`src/rtl/lc3_pkg.sv`:
```
// Shared definitions for the LC-3 load/store unit.
// Holds the opcode constants, the effective-address operand select
// encodings driven to the EA adder, and the access FSM state type.
package lc3_pkg;

  // Load opcodes (IR[15:12])
  localparam logic [3:0] OP_LD  = 4'b0010;
  localparam logic [3:0] OP_LDI = 4'b1010;
  localparam logic [3:0] OP_LDR = 4'b0110;
  localparam logic [3:0] OP_LEA = 4'b1110;

  // Store opcodes (IR[15:12])
  localparam logic [3:0] OP_ST  = 4'b0011;
  localparam logic [3:0] OP_STI = 4'b1011;
  localparam logic [3:0] OP_STR = 4'b0111;

  // EA adder operand selects
  localparam logic [2:0] EA_SEL_NONE      = 3'b000;
  localparam logic [2:0] EA_SEL_PC_OFF9   = 3'b010;
  localparam logic [2:0] EA_SEL_BASE_OFF6 = 3'b101;

  typedef enum logic [2:0] {
    IDLE,
    CALC,
    IND,
    ACCESS,
    FINISH
  } state_e;

endpackage

```
`src/rtl/lsu_decode.sv`:
```
// Opcode decoder for the load/store unit.
// Ports:
//   opcode      in   4  instruction opcode field IR[15:12]
//   is_load     out  1  LD, LDI, LDR or LEA
//   is_store    out  1  ST, STI or STR
//   is_indirect out  1  LDI or STI (extra pointer read)
//   is_lea      out  1  LEA (address only, no memory access)
//   is_legal    out  1  any of the seven load/store opcodes
//   ea_sel      out  3  operand select for the EA adder
module lsu_decode
  import lc3_pkg::*;
(
  input  logic [3:0] opcode,
  output logic       is_load,
  output logic       is_store,
  output logic       is_indirect,
  output logic       is_lea,
  output logic       is_legal,
  output logic [2:0] ea_sel
);

  always_comb begin
    is_load     = 1'b0;
    is_store    = 1'b0;
    is_indirect = 1'b0;
    is_lea      = 1'b0;
    ea_sel      = EA_SEL_NONE;
    unique case (opcode)
      OP_LD:  begin is_load = 1'b1; ea_sel = EA_SEL_PC_OFF9; end
      OP_LDI: begin is_load = 1'b1; is_indirect = 1'b1; ea_sel = EA_SEL_PC_OFF9; end
      OP_LDR: begin is_load = 1'b1; ea_sel = EA_SEL_BASE_OFF6; end
      OP_LEA: begin is_load = 1'b1; is_lea = 1'b1; ea_sel = EA_SEL_PC_OFF9; end
      OP_ST:  begin is_store = 1'b1; ea_sel = EA_SEL_PC_OFF9; end
      OP_STI: begin is_store = 1'b1; is_indirect = 1'b1; ea_sel = EA_SEL_PC_OFF9; end
      OP_STR: begin is_store = 1'b1; ea_sel = EA_SEL_BASE_OFF6; end
      default: ;
    endcase
    is_legal = is_load | is_store;
  end

endmodule

```
`src/rtl/mem_access_ctrl.sv`:
```
// LC-3 memory access controller: sequences LD/LDI/LDR/LEA/ST/STI/STR
// through effective-address capture, optional pointer read and one
// memory transfer, then strobes the register file for loads.
// Optional feature macro: LC3_MEM_TIMEOUT_EN (per-request timeout that
// aborts the access with an ERROR pulse).
// Ports:
//   CLK, RESET (async, active-high)
//   START/IR/STORE_DATA  command in (START is a one-cycle pulse)
//   EA / EA_CONTROL      EA adder result in / operand select out
//   MEM_REQ/WE/ADDR/WDATA, MEM_READY/RDATA  memory handshake
//   LOAD_EN/DR/DATA      register-file write port
//   BUSY, DONE, ERROR    status
module mem_access_ctrl
  import lc3_pkg::*;
#(
  parameter int unsigned TIMEOUT_CYCLES = 255,
  parameter int unsigned TO_W           = 8
) (
  input  logic        CLK,
  input  logic        RESET,
  input  logic        START,
  input  logic [15:0] IR,
  input  logic [15:0] STORE_DATA,
  input  logic [15:0] EA,
  output logic [2:0]  EA_CONTROL,
  output logic        MEM_REQ,
  output logic        MEM_WE,
  output logic [15:0] MEM_ADDR,
  output logic [15:0] MEM_WDATA,
  input  logic        MEM_READY,
  input  logic [15:0] MEM_RDATA,
  output logic        LOAD_EN,
  output logic [2:0]  LOAD_DR,
  output logic [15:0] LOAD_DATA,
  output logic        BUSY,
  output logic        DONE,
  output logic        ERROR
);

  state_e      state_q, state_d;
  logic [15:0] ir_q, ir_d;
  logic [15:0] sd_q, sd_d;
  logic [15:0] addr_q, addr_d;
  logic        req_q, req_d;
  logic        we_q, we_d;
  logic [15:0] wdata_q, wdata_d;
  logic [15:0] ldata_q, ldata_d;
  logic        err_q, err_d;
  logic        hs;

  // Decode of the incoming IR, used only for the legality check at START.
  logic       st_load, st_store, st_ind, st_lea, st_legal;
  logic [2:0] st_sel;
  // Decode of the latched IR, drives sequencing and EA_CONTROL.
  logic       cur_load, cur_store, cur_ind, cur_lea, cur_legal;
  logic [2:0] cur_sel;

  lsu_decode u_dec_start (
    .opcode      (IR[15:12]),
    .is_load     (st_load),
    .is_store    (st_store),
    .is_indirect (st_ind),
    .is_lea      (st_lea),
    .is_legal    (st_legal),
    .ea_sel      (st_sel)
  );

  lsu_decode u_dec_cur (
    .opcode      (ir_q[15:12]),
    .is_load     (cur_load),
    .is_store    (cur_store),
    .is_indirect (cur_ind),
    .is_lea      (cur_lea),
    .is_legal    (cur_legal),
    .ea_sel      (cur_sel)
  );

  logic unused_dec;
  assign unused_dec = ^{st_load, st_store, st_ind, st_lea, st_sel, cur_legal, ir_q[8:0]};

  assign hs = req_q & MEM_READY;

`ifdef LC3_MEM_TIMEOUT_EN
  logic [TO_W-1:0] to_q, to_d;
  logic            to_hit;
  assign to_hit = req_q & ~MEM_READY & (to_q == TO_W'(TIMEOUT_CYCLES - 1));
`else
  localparam int unsigned unused_to_cfg = TIMEOUT_CYCLES + TO_W;
`endif

  always_comb begin
    state_d = state_q;
    ir_d    = ir_q;
    sd_d    = sd_q;
    addr_d  = addr_q;
    req_d   = req_q;
    we_d    = we_q;
    wdata_d = wdata_q;
    ldata_d = ldata_q;
    err_d   = 1'b0;
`ifdef LC3_MEM_TIMEOUT_EN
    to_d    = to_q;
`endif
    unique case (state_q)
      IDLE: begin
        if (START) begin
          ir_d = IR;
          sd_d = STORE_DATA;
          if (st_legal) state_d = CALC;
          else          err_d   = 1'b1;
        end
      end
      CALC: begin
        addr_d = EA;
        if (cur_lea) begin
          ldata_d = EA;
          state_d = FINISH;
        end else begin
          // First request: pointer read for indirect forms, otherwise the
          // actual transfer.
          req_d   = 1'b1;
          we_d    = cur_store & ~cur_ind;
          wdata_d = (cur_store & ~cur_ind) ? sd_q : '0;
`ifdef LC3_MEM_TIMEOUT_EN
          to_d    = '0;
`endif
          state_d = cur_ind ? IND : ACCESS;
        end
      end
      IND: begin
        if (hs) begin
          // Pointer arrives; the data transfer is issued back-to-back so
          // MEM_REQ stays high into ACCESS with the new address.
          addr_d  = MEM_RDATA;
          req_d   = 1'b1;
          we_d    = cur_store;
          wdata_d = cur_store ? sd_q : '0;
`ifdef LC3_MEM_TIMEOUT_EN
          to_d    = '0;
`endif
          state_d = ACCESS;
        end
      end
      ACCESS: begin
        if (hs) begin
          req_d   = 1'b0;
          we_d    = 1'b0;
          wdata_d = '0;
          if (cur_load) ldata_d = MEM_RDATA;
          state_d = FINISH;
        end
      end
      FINISH: state_d = IDLE;
      default: state_d = IDLE;
    endcase
`ifdef LC3_MEM_TIMEOUT_EN
    if ((state_q == IND || state_q == ACCESS) && req_q && !MEM_READY) begin
      to_d = to_q + 1'b1;
      if (to_hit) begin
        req_d   = 1'b0;
        we_d    = 1'b0;
        wdata_d = '0;
        err_d   = 1'b1;
        state_d = IDLE;
      end
    end
`endif
  end

  always_ff @(posedge CLK or posedge RESET) begin
    if (RESET) begin
      state_q <= IDLE;
      ir_q    <= '0;
      sd_q    <= '0;
      addr_q  <= '0;
      req_q   <= 1'b0;
      we_q    <= 1'b0;
      wdata_q <= '0;
      ldata_q <= '0;
      err_q   <= 1'b0;
`ifdef LC3_MEM_TIMEOUT_EN
      to_q    <= '0;
`endif
    end else begin
      state_q <= state_d;
      ir_q    <= ir_d;
      sd_q    <= sd_d;
      addr_q  <= addr_d;
      req_q   <= req_d;
      we_q    <= we_d;
      wdata_q <= wdata_d;
      ldata_q <= ldata_d;
      err_q   <= err_d;
`ifdef LC3_MEM_TIMEOUT_EN
      to_q    <= to_d;
`endif
    end
  end

  assign EA_CONTROL = cur_sel;
  assign MEM_REQ    = req_q;
  assign MEM_WE     = we_q;
  assign MEM_ADDR   = addr_q;
  assign MEM_WDATA  = wdata_q;
  assign LOAD_DR    = ir_q[11:9];
  assign LOAD_DATA  = ldata_q;
  assign BUSY       = (state_q != IDLE);
  assign DONE       = (state_q == FINISH);
  assign LOAD_EN    = (state_q == FINISH) & cur_load;
  assign ERROR      = err_q;

endmodule

```
`config.mk`:
```
export PLATFORM = sky130hd
export DESIGN_NAME = mem_access_ctrl
export DESIGN_NICKNAME = d
export VERILOG_FILES = /design/src/rtl/lc3_pkg.sv /design/src/rtl/lsu_decode.sv /design/src/rtl/mem_access_ctrl.sv
export SDC_FILE = /design/constraint.sdc
export NUM_CORES = 1
export LEC_CHECK = 0
export CAP_MARGIN = 15
export CORE_MARGIN = 1
export CORE_UTILIZATION = 50
export CTS_CLUSTER_SIZE = 24
export DETAILED_ROUTE_END_ITERATION = 10
export MAX_ROUTING_LAYER = met4
export PLACE_DENSITY = 0.86
export SLEW_MARGIN = 15
export SYNTH_ARGS = -nofsm -noshare
export SYNTH_HDL_FRONTEND = slang
export SYNTH_HIERARCHICAL = 1
export SYNTH_SLANG_ARGS = --single-unit
```
`constraint.sdc`:
```
create_clock -name CLK -period 5.2 [get_ports CLK]
set_input_delay 1.04 -clock CLK [delete_from_list [all_inputs] [get_ports CLK]]
set_output_delay 1.04 -clock CLK [all_outputs]
set_load 0.01 [all_outputs]
```
**Word-level counts from Yosys, hierarchy flattened**

Cells that the tools add are included.

- Logic and storage cells: 92
- Input bits: 68
- Output and inout port bits: 60
- Flip-flop bits (word level): 86

- Bitwise operators: 5
- Reduce and logical (&&, ||, !) cells: 17
- Multiplexer cells: 36
- Equal/unequal tests: 25

Operators with widths:

| cell | count |
|---|---|
| two-way mux 16 bit | 9 |
| one-hot mux 16 bit (2 select lines) | 2 |
| one-hot mux 16 bit (3 select lines) | 1 |
| equality test 4 bit (second input constant) | 6 |
| equality test 4 x 2 -> 1 bit (second input constant) | 4 |
| equality test 4 x 3 -> 1 bit (second input constant) | 4 |
| two-way mux 1 bit | 15 |
| two-way mux 3 bit | 5 |
| != test 2 bit (second input constant) | 7 |
| one-hot mux 3 bit (4 select lines) | 1 |
| AND reduction 4 bit | 3 |
| OR reduction 4 bit | 2 |
| equality test 3 x 2 -> 1 bit (second input constant) | 2 |
| one-hot mux 1 bit (3 select lines) | 2 |
| one-hot mux 3 bit (2 select lines) | 1 |
| nonzero test 3 bit | 2 |
| OR reduction 3 bit | 2 |
| OR reduction 5 bit | 1 |
| AND reduction 2 bit | 2 |
| nonzero test 2 bit | 2 |
| OR reduction 2 bit | 2 |
| bitwise AND 1 bit | 3 |
| equality test 3 x 1 -> 1 bit (second input constant) | 1 |
| equality test 3 bit (second input constant) | 1 |
| other kinds (3) | 3 |

**Longest topological paths before layout**

- Word-level depth: 8
- Depth in mapped cells: 7
- Mapped depth without buffers: 5

**By module**

Netlist, hierarchy kept.

Modules (own cells, without submodules):

| module | area an instance (sq um) | cells an instance | instances | sequential area each (sq um) |
|---|---|---|---|---|
| mem_access_ctrl | 3731.1 | 275 | 1 | 1926.8 |
| lsu_decode | 62.6 | 12 | 2 | 0.0 |

**Worst setup path after synthesis**

OpenSTA, ideal clock, no wires.

- Path kind: register -> output
- From: register state_q[1]
- To: output LOAD_EN
- Arrival: 1.257 ns
- Data required time: 4.160 ns
- Setup slack: 2.903 ns
- Cell stages (with the launch flop): 5
- Buffers on the path: 2
- Path through: dfrtp_1 > buf_6 > buf_2 > nor3b_1 > and2_1

- Word-level cells in the longest chain between the ends: 2

Ends and longest elaborated chain:

| element | RTL line | RTL |
|---|---|---|
| from (decl) | mem_access_ctrl.sv:40 | `state_e state_q, state_d;` |
| from (signal assigned) | mem_access_ctrl.sv:185 | `state_q <= state_d;` |
| equality test 3 bit | n/a |  |
| net DONE | mem_access_ctrl.sv:36 | `output logic DONE,` |
| bitwise AND 1 bit | mem_access_ctrl.sv:209 | `assign LOAD_EN = (state_q == FINISH) & cur_load;` |
| to (decl) | mem_access_ctrl.sv:32 | `output logic LOAD_EN,` |

The timed path passes the listed nets, and every way through them passes these cells.

**Worst setup path after layout**

- From: register state_q[1]
- To: output LOAD_EN

- Word-level cells in the longest chain between the ends: 2

Ends and longest elaborated chain:

| element | RTL line |
|---|---|
| equality test 3 bit | mem_access_ctrl.sv:209 |
| bitwise AND 1 bit | mem_access_ctrl.sv:209 |

Every way passes these cells.

==> impl_metrics.json <==
{
  "run_status": "finished clean",
  "synth_cells": 288,
  "htreeDepth": 3,
  "vias": 2677,
  "finClkSkew_ns": 0.009099,
  "finalMaxSlewViolations": 0,
  "post_cts_buffers": 0,
  "fin_total_pwr_uw": 3256,
  "slew_headroom_pct": 23.16,
  "fin_setup_tns_ns": 0,
  "pwr_density_cell_mw_per_mm2": 629.5,
  "hold_class": "reg2reg",
  "cts_resized": 0,
  "ios": 128,
  "core_mm2": 0.007292,
  "crit_arrival_ns": 1.93,
  "max_freq_ghz": 0.3364,
  "p_leak_uw": 0.002090,
  "whs_ns": 0.4880,
  "final-hold-violation-count": 0,
  "timing.final.crit_share_pct": 57.17,
  "finalCriticalPeriod_ns": 2.973,
  "clock_latency_ns": 0.35,
  "die_area_mm2": 0.007948,
  "rsz0062_at_grt": "false",
  "setup_viol": 0,
  "gp_congestion": 0.7977,
  "grt_pass1_vias": 2748,
  "cts_tree": "yes",
  "first_pass_iters": 4,
  "cp_max_fo": 18,
  "drc_errors": 0,
  "r2r_cells": 5,
  "synth.net_count": 356,
  "syn_area_per_cell_um2": 13.19,
  "worstHoldPathCells": 1,
  "via_per_inst": 5.365,
  "grt_pass1_wl_um": 12940,
  "grt_remaining_overflow": 0,
  "post-dp-hpwl_um": 5618,
  "hold_start": "ir_q[10]",
  "syn_area_mm2": 0.003797,
  "io_buffers": 118,
  "fp-row-count": 31,
  "final_antenna_net_count": 0,
  "cts_max_path_buffers": 2,
  "numClockSinks": 77,
  "worstSetupEndpointType": "output port",
  "start_util_pct": 52.08,
  "drt-initial-drc-count": 68,
  "peakVddDrop_mv": 0.3732,
  "fill_cells": 528,
  "ys_warn_count": 6,
  "drt-total-wl_um": 8265,
  "track_usage_pct": 22.60,
  "post_drt_wl_per_cell_um": 16.56,
  "critPathKind": "reg2out",
  "path_clk_slew_ns": 0.07,
  "start_kind": "flip-flop",
  "area_delta_synth_final_pct": 36.21,
  "antenna_found_initial": 0,
  "insertedDiodeCount": 0,
  "die-width_um": 89.15,
  "cap_violations": 0,
  "cp_cell_sequence": "nor3b_1 -> and2_1 -> clkdlybuf4s50_1",
  "cts_buffers": 9,
  "worst_pin_slew_ns": 1.148,
  "reg2reg_from": "ir_q[13]",
  "num-nets-final": 464,
  "slowest_delay_ns": 0.59,
  "root_buffer": "clkbuf_8",
  "drive_gt1_share_pct": 31.50,
  "grt_max_degree": 42,
  "hold_buffers": 0,
  "startpoint": "state_q[1]",
  "critPathSlowestCell": "dfrtp_1",
  "die_y_um": 89.15,
  "cp_data_required_time_ns": 4.16
}
[routing by layer]
| layer | track usage (%) | part of all wire (%) |
|---|---|---|
| met5 | - | 0 |
| met4 | 8.658 | 0.90 |
| met3 | 6.279 | 7.9 |
| met2 | 36.78 | 49 |
| met1 | 26.75 | 42 |
[path summary, 6_finish.rpt]
check / to / slack, ns
worst max register to register: LOAD_DATA[7] / 2.52
max in group asynchronous: ir_q[10] / 3.19
worst min register to register: ir_q[10] / 0.49
worst min-delay path: ir_q[10] / 0.49
worst max-delay path: LOAD_EN / 2.23
min in group asynchronous: MEM_WDATA[10] / 1.07
[layout by cell type (no fill, tap or decap), types with 2 or more instances in the layout]
| master | count |
|---|---|
| a211oi_1 | 16 |
| a21oi_1 | 2 |
| buf_4 | 3 |
| bufinv_16 | 2 |
| clkbuf_8 | 10 |
| clkdlybuf4s50_1 | 118 |
| clkinv_2 | 2 |
| dfrtp_1 | 77 |
| inv_1 | 7 |
| mux2_1 | 2 |
| mux2_2 | 100 |
| mux2i_1 | 2 |
| nand2_1 | 18 |
| nand2b_1 | 4 |
| nand3_1 | 3 |
| nor2_1 | 5 |
| nor2b_1 | 2 |
| nor3_1 | 2 |
| nor3b_1 | 2 |
| o21ai_0 | 2 |
[layout make-up]
type / instances / area [um^2] / area share [%]
clock buffer: 11 / 141.4 / 2.733
clock inverter: 4 / 72.57 / 1.403
inverter: 8 / 31.28 / 0.6047
multi-input combinational: 179 / 1673 / 32.34
sequential: 77 / 1927 / 37.25
tap: 99 / 123.9 / 2.395
timing repair buffer: 121 / 1204 / 23.27
[worst max-delay path, delay by kind of cell, from the launching register on]
family | cells | cell delay [ns]
buffers and inverters | 1 | 0.52
flip-flops | 1 | 0.59
AND/OR/NAND/NOR | 2 | 0.48
[per-stage QoR]
stage / std cells / util, % / area, um^2 / worst slack, ns
2_1_floorplan: 288 / - / 3797 / 2.193
3_3_place_gp: 484 / 68.00 / 4959 / 2.077
3_5_place_dp: 484 / 68.00 / 4959 / 2.026
4_1_cts: 499 / 70.93 / 5172 / 2.196
5_1_grt: 499 / 70.93 / 5172 / 2.102
6_report: 499 / 70.93 / 5172 / 2.227
[flip-flops by register name, summed over array words and instances, names as in the netlist]
name / count
MEM_WE: 1
LOAD_DATA: 16
ERROR: 1
MEM_REQ: 1
MEM_WDATA: 16
state_q: 3
ir_q: 7
sd_q: 16
MEM_ADDR: 16
[report_power, final]
group          internal, uW  switching (uW)  total [uW]
combinational           968             683        1650
clock                   280             213         493
sequential              906             207        1110
total                  2150            1100        3260
(Power assumes the default switching activity.)
